`src/rtl/text_console_ctrl.sv`:
```
// text_console_ctrl
//   Minimal glass-terminal sequencer: turns an ASCII byte stream into
//   character_buffer write commands and owns the cursor. Handles printable
//   characters, CR, LF, BS and FF, wraps at line and screen end, and blanks
//   rows / the whole screen with back-to-back space writes.
//   Screen dimensions are expected to be at least 2x2.
//
// Ports
//   clk, rst          system clock, asynchronous active-high reset
//   in_valid/in_data  incoming byte, accepted when in_valid && in_ready
//   in_ready          high only in IDLE (state-derived)
//   char_*            registered write command to character_buffer
//   cursor_*          registered cursor position, cursor_en high in IDLE
//   busy              a row or screen clear is in progress
module text_console_ctrl #(
   parameter int unsigned CHAR_HORZ_CNT = 80,
   parameter int unsigned CHAR_VERT_CNT = 30,
   parameter int unsigned CHAR_HORZ_W   = $clog2(CHAR_HORZ_CNT),
   parameter int unsigned CHAR_VERT_W   = $clog2(CHAR_VERT_CNT)
) (
   input  logic                   clk,
   input  logic                   rst,
   input  logic                   in_valid,
   output logic                   in_ready,
   input  logic [7:0]             in_data,
   output logic [CHAR_HORZ_W-1:0] char_hpos,
   output logic [CHAR_VERT_W-1:0] char_vpos,
   output logic                   char_write_en,
   output logic [7:0]             char_symbol,
   output logic                   cursor_en,
   output logic [CHAR_HORZ_W-1:0] cursor_hpos,
   output logic [CHAR_VERT_W-1:0] cursor_vpos,
   output logic                   busy
);

   localparam logic [CHAR_HORZ_W-1:0] COL_LAST = CHAR_HORZ_W'(CHAR_HORZ_CNT - 1);
   localparam logic [CHAR_VERT_W-1:0] ROW_LAST = CHAR_VERT_W'(CHAR_VERT_CNT - 1);
   localparam logic [CHAR_HORZ_W-1:0] COL_ONE  = CHAR_HORZ_W'(1);
   localparam logic [CHAR_VERT_W-1:0] ROW_ONE  = CHAR_VERT_W'(1);

   localparam logic [7:0] ASCII_SP    = 8'h20;
   localparam logic [7:0] ASCII_TILDE = 8'h7E;
   localparam logic [7:0] ASCII_LF    = 8'h0A;
   localparam logic [7:0] ASCII_CR    = 8'h0D;
   localparam logic [7:0] ASCII_BS    = 8'h08;
   localparam logic [7:0] ASCII_FF    = 8'h0C;

   typedef enum logic [1:0] {
      S_IDLE    = 2'd0,
      S_CLR_ROW = 2'd1,
      S_CLR_ALL = 2'd2
   } state_t;

   state_t                 state_q;
   logic [CHAR_HORZ_W-1:0] cur_col_q;
   logic [CHAR_VERT_W-1:0] cur_row_q;
   logic [CHAR_HORZ_W-1:0] clr_col_q;
   logic [CHAR_VERT_W-1:0] clr_row_q;
   logic                   clr_done_q;
   logic                   wr_en_q;
   logic [CHAR_HORZ_W-1:0] wr_col_q;
   logic [CHAR_VERT_W-1:0] wr_row_q;
   logic [7:0]             wr_sym_q;

   logic                   printable_c;
   logic [CHAR_VERT_W-1:0] row_next_c;
   logic [CHAR_HORZ_W-1:0] col_prev_c;

   // Byte classification and cursor arithmetic shared by the IDLE decode
   assign printable_c = (in_data >= ASCII_SP) && (in_data <= ASCII_TILDE);
   assign row_next_c  = (cur_row_q == ROW_LAST) ? '0 : cur_row_q + ROW_ONE;
   assign col_prev_c  = cur_col_q - COL_ONE;

   // Handshake / status are decoded straight from the state register
   assign in_ready  = (state_q == S_IDLE);
   assign busy      = (state_q != S_IDLE);
   assign cursor_en = (state_q == S_IDLE);

   assign char_write_en = wr_en_q;
   assign char_hpos     = wr_col_q;
   assign char_vpos     = wr_row_q;
   assign char_symbol   = wr_sym_q;
   assign cursor_hpos   = cur_col_q;
   assign cursor_vpos   = cur_row_q;

   // Sequencer: byte decode in IDLE, space-fill sweeps in the clear states.
   // A clear sweep emits one write per cycle and uses clr_done_q to spend one
   // extra cycle busy after the last write, so in_ready returns the cycle after it.
   always_ff @(posedge clk or posedge rst) begin
      if (rst) begin
         state_q    <= S_CLR_ALL;
         cur_col_q  <= '0;
         cur_row_q  <= '0;
         clr_col_q  <= '0;
         clr_row_q  <= '0;
         clr_done_q <= 1'b0;
         wr_en_q    <= 1'b0;
         wr_col_q   <= '0;
         wr_row_q   <= '0;
         wr_sym_q   <= '0;
      end else begin
         wr_en_q <= 1'b0;
         unique case (state_q)
            S_IDLE: begin
               if (in_valid) begin
                  if (printable_c) begin
                     wr_en_q  <= 1'b1;
                     wr_col_q <= cur_col_q;
                     wr_row_q <= cur_row_q;
                     wr_sym_q <= in_data;
                     if (cur_col_q != COL_LAST) begin
                        cur_col_q <= cur_col_q + COL_ONE;
                     end else begin
                        // Wrap: the character write takes this slot, the row sweep starts next
                        cur_col_q  <= '0;
                        cur_row_q  <= row_next_c;
                        clr_col_q  <= '0;
                        clr_done_q <= 1'b0;
                        state_q    <= S_CLR_ROW;
                     end
                  end else if (in_data == ASCII_LF) begin
                     // No character write, so the first blanking write goes out immediately
                     cur_col_q  <= '0;
                     cur_row_q  <= row_next_c;
                     wr_en_q    <= 1'b1;
                     wr_col_q   <= '0;
                     wr_row_q   <= row_next_c;
                     wr_sym_q   <= ASCII_SP;
                     clr_col_q  <= COL_ONE;
                     clr_done_q <= 1'b0;
                     state_q    <= S_CLR_ROW;
                  end else if (in_data == ASCII_CR) begin
                     cur_col_q <= '0;
                  end else if (in_data == ASCII_BS) begin
                     if (cur_col_q != '0) begin
                        cur_col_q <= col_prev_c;
                        wr_en_q   <= 1'b1;
                        wr_col_q  <= col_prev_c;
                        wr_row_q  <= cur_row_q;
                        wr_sym_q  <= ASCII_SP;
                     end
                  end else if (in_data == ASCII_FF) begin
                     // First cell (0,0) is written now; the sweep continues from (1,0)
                     cur_col_q  <= '0;
                     cur_row_q  <= '0;
                     wr_en_q    <= 1'b1;
                     wr_col_q   <= '0;
                     wr_row_q   <= '0;
                     wr_sym_q   <= ASCII_SP;
                     clr_col_q  <= COL_ONE;
                     clr_row_q  <= '0;
                     clr_done_q <= 1'b0;
                     state_q    <= S_CLR_ALL;
                  end
               end
            end

            S_CLR_ROW: begin
               if (clr_done_q) begin
                  state_q <= S_IDLE;
               end else begin
                  wr_en_q  <= 1'b1;
                  wr_col_q <= clr_col_q;
                  wr_row_q <= cur_row_q;
                  wr_sym_q <= ASCII_SP;
                  if (clr_col_q == COL_LAST) begin
                     clr_done_q <= 1'b1;
                  end else begin
                     clr_col_q <= clr_col_q + COL_ONE;
                  end
               end
            end

            S_CLR_ALL: begin
               if (clr_done_q) begin
                  state_q <= S_IDLE;
               end else begin
                  wr_en_q  <= 1'b1;
                  wr_col_q <= clr_col_q;
                  wr_row_q <= clr_row_q;
                  wr_sym_q <= ASCII_SP;
                  if (clr_col_q == COL_LAST) begin
                     clr_col_q <= '0;
                     if (clr_row_q == ROW_LAST) begin
                        clr_done_q <= 1'b1;
                     end else begin
                        clr_row_q <= clr_row_q + ROW_ONE;
                     end
                  end else begin
                     clr_col_q <= clr_col_q + COL_ONE;
                  end
               end
            end

            default: begin
               state_q <= S_IDLE;
            end
         endcase
      end
   end

endmodule
```
`config.mk`:
```
export PLATFORM = sky130hd
export DESIGN_NAME = text_console_ctrl
export DESIGN_NICKNAME = d
export VERILOG_FILES = /design/src/rtl/text_console_ctrl.sv
export SDC_FILE = /design/constraint.sdc
export NUM_CORES = 1
export LEC_CHECK = 0
export CORE_UTILIZATION = 50
export CTS_CLUSTER_DIAMETER = 200
export DETAILED_ROUTE_END_ITERATION = 8
export PLACE_DENSITY = 0.72
export SLEW_MARGIN = 10
export SYNTH_ARGS = -nofsm -noshare
export SYNTH_HDL_FRONTEND = slang
export SYNTH_SLANG_ARGS = --single-unit
```
`constraint.sdc`:
```
create_clock -name clk -period 2.75 [get_ports clk]
set_clock_uncertainty 0.1 [all_clocks]
set_input_delay 0.4125 -clock clk [delete_from_list [all_inputs] [get_ports clk]]
set_output_delay 0.4125 -clock clk [all_outputs]
set_load 0.03 [all_outputs]
```
==> flow_summary.yaml, run 1 <==
route:
  num_vias: 2876
  drc: 0
  dr.pass1.iters: 4
  routed_wl_microns: 7930
  avgViaCountPerCell: 5.87
  drt_iter0_drc: 164
  wl_per_cell_microns: 16.2
  postRouteAntennaNets: 0
sta:
  finalCritPeriodShare: 0.909
  clock.fmax_mhz: 400
  hold_viol: 0
  setup_viol: 0
  grt_setup_unrepaired: "no"
  fin_hold_ws_ps: 401
  worst_pin_slew_ps: 870
  period_needed_ps: 2500
  slew_viol_final: 0
  maxSlewHeadroom: 0.412
  fin_tns_setup_ps: 0
cells_and_area:
  register_area_sq_um: 1200
  layout_commonest_cell: "dfrtp_1"
  diodes: 0
  nets: 437
  area_delta_synth_final_pct: 21.6
  final.fill_count: 521
  drive_above_1_share: 0.142
  multi_input_comb_area_sq_um: 1770
  final_cell_mix: "dfrtp_1 (47), clkdlybuf4s50_1 (46), o21ai_0 (38)"
outcome:
  status: "finished clean"
synthesis:
  yosysSeqAreaShare: 0.378
  synth-async-reset-ratio: 1.00
  synth_enable_flop_cells: 0
  synthFlopType: "dfrtp_1"
  syn_avg_cell_area_sq_um: 8.79
  synth_fp_nets: 385
  synth_cell_type_count: 64
  netlist_instances: 362
  ys_ff_latch: 48
  yosys_warnings: 0
  syn_area_sq_um: 3180
run:
  drv_cap: 0
critical_path:
  critical_path_class: "flip-flop to primary output"
  cp-end-kind: "primary output"
  startpoint_type: "flip-flop"
  required_ps: 2240
  worstPathArrival_ps: 1990
  crit_fanout: 5
floorplanning:
  fp.dieH_microns: 81.8
  core_area_sq_um: 6030
  rows: 28
  die_area_sq_um: 6690
  io-pin-count: 47
  die_w_microns: 81.8
  start_util: 0.528
grt:
  grt_max_degree: 34
  grt_remaining_overflow: 0
  grtUsageTotal: 0.257
  grt_antenna_before_repair: 0
  grt_pass1_wl_microns: 13000
  grt_pass1_vias: 2702
power:
  switching_share: 0.460
  p_leak_uw: 0.00160
  vdd_ir_drop_max_mv: 0.459
  clkPwrFrac: 0.130
  power_switching_uw: 1600
  pwr-share-seq: 0.301
  power_density_nw_per_um2: 897
  intPower_uw: 1880
  comb_power_share: 0.569
clock_network:
  numCtsBuffers: 5
  numClockSinks: 48
  cts_root_buf: "clkbuf_8"
  clockBufferDepth: 2
  cts_max_level: 2
  clk_latency_ps: 300
  cts_setup_buffers: 0
  clk_pin_slew_ps: 90
  cts_resized: 0
  postCtsHoldBufs: 0
  cts_tree: "done"
place:
  gp_congestion: 0.851
  hpwlAfterDp_microns: 5900
  io_buffers: 46
hold_path:
  hp-class: "flip-flop to flip-flop"
metrics by stage:
step | utilization | setup slack (ps) | power [uW] | cell area (sq um) | cells
after floorplan | - | 162 | 2350 | 3180 | 362
after global placement | 0.626 | 160 | 2990 | 3770 | 482
after detailed placement | 0.626 | 115 | 3020 | 3770 | 482
after CTS | 0.642 | 244 | 3480 | 3870 | 490
after global routing | 0.642 | 156 | 3710 | 3870 | 490
final | 0.642 | 250 | 3470 | 3870 | 490
logic make-up after synthesis:
group / Yosys count / share of synthesized area
multiplexers: 13 / 0.0452
buffers and inverters: 43 / 0.0649
AND/OR/NAND/NOR: 127 / 0.205
flip-flops: 48 / 0.378
AO/OA/AOI/OAI: 116 / 0.252
adder cells (fa/ha/maj): 12 / 0.0472
XOR/XNOR: 3 / 0.00826
area by class of cell:
| cell class | instances | share of cell area |
|---|---|---|
| inverters | 23 | 0.0223 |
| clock buffers | 6 | 0.0213 |
| flip-flops and latches | 48 | 0.311 |
| clock inverters | 2 | 0.00388 |
| multi-input cells | 271 | 0.458 |
| well taps | 75 | 0.0243 |
| repair buffers | 65 | 0.159 |
cell usage after synthesis, drive strengths merged, types with 2 or more instances:
master  instances  area share
a211oi          2      0.0047
a21oi          21       0.034
a221oi          2      0.0055
a22o            3      0.0087
a22oi           5       0.012
a31oi           8       0.016
a41oi           2      0.0055
and2            4      0.0079
and3            6       0.012
buf             9       0.018
clkbuf         11       0.020
dfrtp          47        0.37
ha             12       0.047
inv            23       0.027
mux2           11       0.039
mux2i           2      0.0063
nand2          36       0.042
nand2b          5      0.0098
nand3          21       0.039
nand4           6       0.012
nand4b          2      0.0055
nor2           29       0.034
nor2b           3      0.0059
nor3            5      0.0079
nor4            2      0.0039
o211ai          2      0.0047
o21a            3      0.0071
o21ai          40       0.068
o22ai           3      0.0079
o31ai          11       0.026
o41ai           2      0.0055
or2             2      0.0047
or3             2      0.0039
xor2            2      0.0055
layer usage:
| layer | share of wire | track usage | up-vias |
|---|---|---|---|
| li1 | - | - | 1423 |
| met4 | 0.014 | 0.0702 | 0 |
| met1 | 0.48 | 0.354 | 1361 |
| met2 | 0.45 | 0.404 | 82 |
| met5 | 0 | 0 | - |
| met3 | 0.048 | 0.0578 | 10 |
flip-flops by register name, indices dropped and copies added, names as in the netlist:
register / flops
char_symbol: 8
char_hpos: 7
clr_col_q: 7
cursor_hpos: 7
char_vpos: 5
clr_row_q: 5
cursor_vpos: 5
state_q: 2
char_write_en: 1
clr_done_q: 1
path summary, 6_finish.rpt:
| kind | from | to | slack [ps] | cells after the start |
|---|---|---|---|---|
| worst min-delay path | char_symbol[7] | char_symbol[7] | 400 | 1 |
| worst max register to register | state_q[1] | char_hpos[0] | 280 | 8 |
| worst max-delay path | state_q[1] | busy | 250 | 4 |
| max in group asynchronous | rst | char_hpos[6] | 1490 | 3 |
| worst min register to register | char_symbol[7] | char_symbol[7] | 400 | 1 |
| min in group asynchronous | rst | char_symbol[6] | 420 | 2 |
power groups by stage:
stage	clock [uW]	sequential (uW)	combinational (uW)
3_5_place_dp	0	1060	1960
6_report	452	1050	1970
4_1_cts	460	1050	1970
5_1_grt	490	1070	2150
2_1_floorplan	0	1280	1070
3_3_place_gp	0	1050	1940
critical path, stage by stage, from the launching register on:
cell and delay (ps):
dfstp_2 570, inv_1 60, ha_1 180, inv_1 160, clkdlybuf4s50_1 700
(Power assumes the default switching activity.)
==> run 2: changes to the inputs <==
--- a/config.mk
+++ b/config.mk
@@ -5,6 +5,7 @@
 export SDC_FILE = /design/constraint.sdc
 export NUM_CORES = 1
 export LEC_CHECK = 0
+export CAP_MARGIN = 10
 export CORE_UTILIZATION = 50
 export CTS_CLUSTER_DIAMETER = 200
 export DETAILED_ROUTE_END_ITERATION = 8
==> results of run 2 <==
The final DEF is identical to that of run 1; final timing and power are the same.
